### src/rtl/si_pkg.sv
// Shared definitions for the fetch-to-decode instruction queue.
//   SI_DEPTH / SI_INST_AW / SI_INST_DW : default queue geometry
//   PTR_W                              : pointer width for the default depth
//   NOP_INST                           : canonical nop (addi x0,x0,0) shown when empty
//   si_fetch_entry_t                   : {pc, inst} pair, also consumed by decode
package si_pkg;

    localparam int unsigned SI_DEPTH   = 4;
    localparam int unsigned SI_INST_AW = 32;
    localparam int unsigned SI_INST_DW = 32;
    localparam int unsigned PTR_W      = $clog2(SI_DEPTH);

    localparam logic [SI_INST_DW-1:0] NOP_INST = 32'h0000_0013;

    typedef struct packed {
        logic [SI_INST_AW-1:0] pc;
        logic [SI_INST_DW-1:0] inst;
    } si_fetch_entry_t;

endpackage

### src/rtl/si_queue_ram.sv
// Register-array storage for the instruction queue.
//   clk     : write clock
//   we_i    : write enable
//   waddr_i : write index
//   wdata_i : entry written at waddr_i
//   raddr_i : read index (asynchronous read)
//   rdata_o : entry stored at raddr_i
// Contents are intentionally not reset; validity is tracked by the controller.
module si_queue_ram #(
    parameter int unsigned DEPTH = 4,
    parameter int unsigned WIDTH = 64,
    parameter int unsigned AW    = $clog2(DEPTH)
) (
    input  logic             clk,
    input  logic             we_i,
    input  logic [AW-1:0]    waddr_i,
    input  logic [WIDTH-1:0] wdata_i,
    input  logic [AW-1:0]    raddr_i,
    output logic [WIDTH-1:0] rdata_o
);

    logic [WIDTH-1:0] mem_q [DEPTH];

    always_ff @(posedge clk) begin
        if (we_i) begin
            mem_q[waddr_i] <= wdata_i;
        end
    end

    assign rdata_o = mem_q[raddr_i];

endmodule

### src/rtl/si_inst_queue.sv
// Decoupling queue between instruction fetch and decode.
//   clk, rst (async, active-low)
//   flush_i                          : redirect, drops every buffered entry
//   enq_valid_i/enq_ready_o          : fetch handshake carrying enq_pc_i/enq_inst_i
//   deq_valid_o/deq_ready_i          : decode handshake carrying deq_pc_o/deq_inst_o
//   count_o, full_o, empty_o         : occupancy
// Entries appear at the output the cycle after they are accepted (no bypass).
module si_inst_queue
    import si_pkg::*;
#(
    parameter int unsigned         DEPTH    = SI_DEPTH,
    parameter int unsigned         INST_DW  = SI_INST_DW,
    parameter int unsigned         INST_AW  = SI_INST_AW,
    parameter logic [INST_DW-1:0]  NOP_INST = si_pkg::NOP_INST
) (
    input  logic                       clk,
    input  logic                       rst,
    input  logic                       flush_i,
    input  logic                       enq_valid_i,
    output logic                       enq_ready_o,
    input  logic [INST_AW-1:0]         enq_pc_i,
    input  logic [INST_DW-1:0]         enq_inst_i,
    output logic                       deq_valid_o,
    input  logic                       deq_ready_i,
    output logic [INST_AW-1:0]         deq_pc_o,
    output logic [INST_DW-1:0]         deq_inst_o,
    output logic [$clog2(DEPTH):0]     count_o,
    output logic                       full_o,
    output logic                       empty_o
);

    localparam int unsigned PW    = $clog2(DEPTH);
    localparam int unsigned CNT_W = PW + 1;
    localparam int unsigned EW    = INST_AW + INST_DW;

    logic [PW-1:0]    wr_ptr_q, wr_ptr_d;
    logic [PW-1:0]    rd_ptr_q, rd_ptr_d;
    logic [CNT_W-1:0] count_q, count_d;
    // Goes high on the first clock edge after reset is released.
    logic             init_done_q, init_done_d;

    logic             full, empty, do_enq, do_deq;
    logic [EW-1:0]    head_entry;

    assign full  = (count_q == CNT_W'(DEPTH));
    assign empty = (count_q == '0);

    // Flush masks both handshakes so nothing is consumed or added in that cycle.
    assign do_enq = enq_valid_i & enq_ready_o & ~flush_i;
    assign do_deq = deq_valid_o & deq_ready_i & ~flush_i;

    always_comb begin
        wr_ptr_d    = wr_ptr_q;
        rd_ptr_d    = rd_ptr_q;
        count_d     = count_q;
        init_done_d = 1'b1;
        if (flush_i) begin
            wr_ptr_d = '0;
            rd_ptr_d = '0;
            count_d  = '0;
        end else begin
            // Power-of-two depth: natural overflow gives the modulo wrap.
            if (do_enq) wr_ptr_d = wr_ptr_q + 1'b1;
            if (do_deq) rd_ptr_d = rd_ptr_q + 1'b1;
            if (do_enq && !do_deq) count_d = count_q + 1'b1;
            if (!do_enq && do_deq) count_d = count_q - 1'b1;
        end
    end

    always_ff @(posedge clk or negedge rst) begin
        if (!rst) begin
            wr_ptr_q    <= '0;
            rd_ptr_q    <= '0;
            count_q     <= '0;
            init_done_q <= 1'b0;
        end else begin
            wr_ptr_q    <= wr_ptr_d;
            rd_ptr_q    <= rd_ptr_d;
            count_q     <= count_d;
            init_done_q <= init_done_d;
        end
    end

    si_queue_ram #(
        .DEPTH (DEPTH),
        .WIDTH (EW),
        .AW    (PW)
    ) u_ram (
        .clk     (clk),
        .we_i    (do_enq),
        .waddr_i (wr_ptr_q),
        .wdata_i ({enq_pc_i, enq_inst_i}),
        .raddr_i (rd_ptr_q),
        .rdata_o (head_entry)
    );

    // No pass-through when full: readiness ignores deq_ready_i.
    assign enq_ready_o = init_done_q & ~full;
    assign deq_valid_o = ~empty;
    assign deq_pc_o    = empty ? '0 : head_entry[EW-1:INST_DW];
    assign deq_inst_o  = empty ? NOP_INST : head_entry[INST_DW-1:0];
    assign count_o     = count_q;
    assign full_o      = full;
    assign empty_o     = empty;

endmodule

### config.mk
export PLATFORM = sky130hd
export DESIGN_NAME = si_inst_queue
export DESIGN_NICKNAME = d
export VERILOG_FILES = /design/src/rtl/si_pkg.sv /design/src/rtl/si_queue_ram.sv /design/src/rtl/si_inst_queue.sv
export SDC_FILE = /design/constraint.sdc
export NUM_CORES = 1
export LEC_CHECK = 0
export ABC_AREA = 1
export BUFFER_PORTS_ARGS = -buffer_cell sky130_fd_sc_hd__buf_2
export CAP_MARGIN = 20
export CORE_UTILIZATION = 60
export CTS_BUF_LIST = sky130_fd_sc_hd__clkbuf_4
export CTS_CLUSTER_DIAMETER = 150
export DETAILED_ROUTE_END_ITERATION = 8
export GPL_ROUTABILITY_DRIVEN = 0
export PLACE_DENSITY = 0.8
export SYNTH_ARGS = -nofsm -noshare
export SYNTH_HDL_FRONTEND = slang
export SYNTH_HIERARCHICAL = 1
export SYNTH_SLANG_ARGS = --single-unit
### constraint.sdc
create_clock -name clk -period 9.85 [get_ports clk]
set_clock_uncertainty 0.05 [all_clocks]
set_input_delay 0.4925 -clock clk [delete_from_list [all_inputs] [get_ports clk]]
set_output_delay 0.4925 -clock clk [all_outputs]
set_load 0.01 [all_outputs]
Word-level counts from Yosys, hierarchy flattened. Memory sizes are Yosys's and may differ from the RTL's. Index checks and enable logic that the tools add are counted.

Bits of input ports: 69. Register bits: 8. Output and inout bits: 71. Memory bits (writable): 256. Word-level logic and storage cells: 37. Memories kept: 1.

Memory list: u_ram.mem_q (depth 4, bits a word 64, read ports 1, clocked after memory_dff 0, write ports 1, line si_queue_ram.sv:22) `logic [WIDTH-1:0] mem_q [DEPTH];`.

$add $sub $neg: 4. Reduce and logical (&&, ||, !) cells: 8. Equality and inequality tests: 1. Bitwise operators: 8. Muxes and demuxes: 11.

Operators by type and width (count): $mux 32 (2); $mux 3 (3); $mux 2 (4); $and 1x1->1 (5); $add 2x1->2 const B (2); $reduce_bool 2->1 (2); $add 3x1->3 const B (1); $eq 3x3->1 const B (1); $logic_not 3->1 (1); $not 1->1 (3); $reduce_bool 3->1 (1); $sub 3x1->3 const B (1); $logic_and 1x1->1 (2); $logic_not 1->1 (2); $mux 1 (2).

Depth between registers and ports, before layout.
Depth after elaboration: 9. Gate-level depth with buffers: 13. Gate-level depth less buffers: 13.

Hierarchy. The synthesis kept the hierarchy.

By module, submodules not included: si_queue_ram (times used 1, area an instance 10761.6 sq um, sequential area each 7687.4 sq um, cells each 1010); si_inst_queue (times used 1, area an instance 1001.0 sq um, sequential area each 200.2 sq um, cells each 189).

Least setup slack after synthesis. OpenSTA, ideal clock, no wires.

Kind: reg2reg. Start: reg count_q[0], in the netlist count_o[0]. End: mem u_ram.mem_q[0][0] (enable). Library setup time: 0.565 ns. Arrival time: 5.235 ns. Cell stages (with the launch flop): 7. Clock period less this slack: 5.850 ns. Required time: 9.235 ns. Buffers on the path: 0. Slack: 4.000 ns. Cell sequence: dfrtp_1 nor2_2 nand2_1 nand3_2 nor2_1 inv_1 nor3_1.

Word-level cells in the longest chain between the ends: 7.

RTL lines: from (decl) (line si_inst_queue.sv:38) `logic [CNT_W-1:0] count_q, count_d;`; from (signal assigned) (line si_inst_queue.sv:79) `count_q <= count_d;`; $eq 3x3->1 (line si_inst_queue.sv:45) `assign full = (count_q == CNT_W'(DEPTH));`; $not 1->1 (line si_inst_queue.sv:98) `assign enq_ready_o = init_done_q & ~full;`; $and 1x1->1 (line si_inst_queue.sv:98); $and 1x1->1 (2 in series) (line si_inst_queue.sv:49) `assign do_enq = enq_valid_i & enq_ready_o & ~flush_i;`; net do_enq (line si_inst_queue.sv:42) `logic full, empty, do_enq, do_deq;`; $mux 1 (line si_queue_ram.sv:25) `if (we_i) begin`; $mux 1 (not written as such) (line si_queue_ram.sv:26) `mem_q[waddr_i] <= wdata_i;`; to (decl) (line si_queue_ram.sv:22).

The timed path passes the listed nets, and every way through them passes these cells.

Worst setup path after layout.
Start: reg rd_ptr_q[0]. End: out deq_inst_o[0].

Word-level cells in the longest chain between the ends: 2.

RTL lines: from (decl) (line si_inst_queue.sv:37) `logic [PW-1:0] rd_ptr_q, rd_ptr_d;`; from (signal assigned) (line si_inst_queue.sv:78) `rd_ptr_q <= rd_ptr_d;`; $mem_v2 4x64; net head_entry[0] (line si_inst_queue.sv:43) `logic [EW-1:0] head_entry;`; $mux 32 (line si_inst_queue.sv:101) `assign deq_inst_o = empty ? NOP_INST : head_entry[INST_DW-1:0];`; to (decl) (line si_inst_queue.sv:26) `output logic [INST_DW-1:0] deq_inst_o,`.

The timed path passes the listed nets, and every way through them passes these cells.

==> qor.txt <==
status: finished, final reports clean
Final Max Slew Viols: 0
CP required: 9.31 ns
HP Start: deq_ready_i
clock tree root buffer cell: clkbuf_4
Die W: 142 um
wire length per cell: 13.9 um
post-synth net total: 1269
Core ar.: 19000 um^2
GR peak layer: met2
Setup Viol. Count Final: 0
Nets: 1498
vias in the first global route: 8456
post-DP HPWL: 12700 um
row count: 50
Final Cycle Share: 39.3%
Power Density: 224 nW/um^2
peak supply drop: 0.000195 V
min-delay worst type: input pin to flip-flop
Mean Syn Cell Area: 9.81 um^2
Worst Path Max Fanout: 90
Hold WS: 0.142 ns
CP endpoint kind: output port
worst r2r dst: u_ram/mem_q[3][42]
first-pass GRT wire length: 39100 um
post-synthesis sequential area ratio: 67.1%
CP Data Arrival Time: 3.33 ns
Num CTS Buffers: 61
met3 Use GR: 5.55%
setup TNS: 0 ns
worst reg2reg path depth: 7
Die Height: 142 um
Post-Route WL: 24000 um
vias after detailed routing: 8396
post-route ant nets: 0
Top delay family on crit path: buffers and inverters
Max stage delay cell, worst path: buf_4
worst slack, placed: 6.67 ns
Buf+Inv Stages, Crit Path: 3
cts hold-fix bufs: 65
Crit. Startpoint: rd_ptr_q[0]
post-synth cell types: 23
drc violations: 0
IO Count: 140
grt ovf: 0
post-synthesis cell count: 1199
met1 Use GR: 29.6%
total design power: 3.14 mW
minimum clock period: 3.87 ns
post-layout util: 74.0%
CTS-repair resized insts: 0
Clock Path Buffers: 3
Max stage delay on crit path: 0.77 ns
DR pass1 iterations: 5
Cell Area, Placed: 12600 um^2
Design Area, Final: 14000 um^2
Iter 0 DRT Violations: 451
share of cells above drive strength 1: 17.9%
FILL cells: 1329
stages on the worst setup path: 7
antenna violations before repair: 1
reg2reg start: count_o[0]
CTS sink count: 264
leak pwr: 6.87 nW
max_cap viols: 0
Worst-path clk slew: 0.07 ns
final hold violations: 0
Placed Cells: 1560
CTS tree: built
Slew HR: 34.5%
fmax: 0.258 GHz
CP Launch Type: flip-flop
flops & latches, synth: 264
buffers added on ports: 139
post-route setup slack: 5.98 ns
Initial Util: 62.1%
Setup Fix Bufs, Post-CTS: 0
GRT Total Usage: 25.2%
CP Class: flip-flop to output port
DR vias/cell: 4.84
Area growth syn-to-layout: 19.3%
worst setup path endpoint: deq_inst_o[0]
synth warn: 6
crit-path cells: inv_4 > buf_4 > nand2_1 > nand3_1 > nand2_1 > or2_2 > buf_2
Worst-Margin Slew: 0.982 ns
met2 usage: 44.3%
clk_lat worst skew: 0.66 ns
Post-Syn Area: 11800 um^2
worst reg-to-reg setup slack: 6.95 ns
CTS H-tree lvls: 2
DIE AREA: 20200 um^2
unrepaired setup endpoints after global routing: no
non-filler cells in the finished layout: 1734
cell mode on critical path: nand2_1
largest net degree at the start of global routing: 91
[placed cells by master (no fill, tap or decap), drive strengths merged, types with 4 or more instances in the layout]
master       count
nand2          334
nor2            66
dfrtp            8
dlygate4sd3     65
clkinv          13
nor3             4
clkbuf          91
inv            335
o21ai            5
buf            149
edfxtp         256
nand3          135
[logic make-up (layout without fill, tap and decap cells)]
| group | count (synthesis) | count (layout) | synth area share (%) |
|---|---|---|---|
| fa+ha+maj | 1 | 1 | 0.170 |
| xor+xnor | 1 | 1 | 0.0745 |
| simple gates | 542 | 542 | 19.1 |
| compound gates | 8 | 8 | 0.340 |
| flops | 264 | 264 | 67.1 |
| buf+inv | 382 | 655 | 13.3 |
| other cells | 1 | 3 | 0.0319 |
[layout make-up]
class	instances	area, um^2	share of cell area, %
clock inverter	16	113	0.802
clock buffer	91	683	4.87
timing repair buffer	214	1420	10.1
multi-input combinational	553	2340	16.6
antenna	2	5.00	0.0357
tap	260	325	2.32
inverter	334	1260	8.95
sequential	264	7890	56.2
[per-layer routing]
layer,share of wire [%],up-vias
li1,-,4142
met1,39,3890
met2,51,305
met3,6.7,59
met4,2.5,0
met5,0,-
[registers in the layout, summed over array words and instances, names as in the netlist]
register	cells
count_o	3
init_done_q	1
rd_ptr_q	2
u_ram/mem_q	256
wr_ptr_q	2
[tightest hold or removal path: cells and delay by family]
kind	cells	cell delay [ns]
AO/OA/AOI/OAI	1	0.07
AND/OR/NAND/NOR	1	0.07
buffers and inverters	2	0.18
[synthesized netlist by cell type (all sizes together)]
library cell  instances  area share [%]
xnor2                 1           0.074
a21oi                 3            0.13
clkbuf                4            0.13
fa                    1            0.17
nand3               135             5.8
buf                  44             2.5
or2                   3            0.16
edfxtp              256              65
nor2                 66             2.2
nand2               334              11
dfrtp                 8             1.7
inv                 334              11
conb                  1           0.032
nor3                  4            0.17
o21ai                 5            0.21
[worst min path at each step]
stage | endpoint | slack [ns] | cells after the start
2_1_floorplan | count_o[0] | 0.15 | 0
3_3_place_gp | init_done_q | 0.30 | 1
3_5_place_dp | init_done_q | 0.30 | 1
4_1_cts | rd_ptr_q[0] | 0.09 | 4
5_1_grt | rd_ptr_q[0] | 0.12 | 4
6_report | rd_ptr_q[0] | 0.14 | 4
[report_power, final]
| group | internal (mW) | total, mW | switching, mW |
|---|---|---|---|
| clock | 0.471 | 0.861 | 0.390 |
| combinational | 0.330 | 0.970 | 0.640 |
| sequential | 1.27 | 1.31 | 0.0356 |
Power figures use the tool's default switching activity.
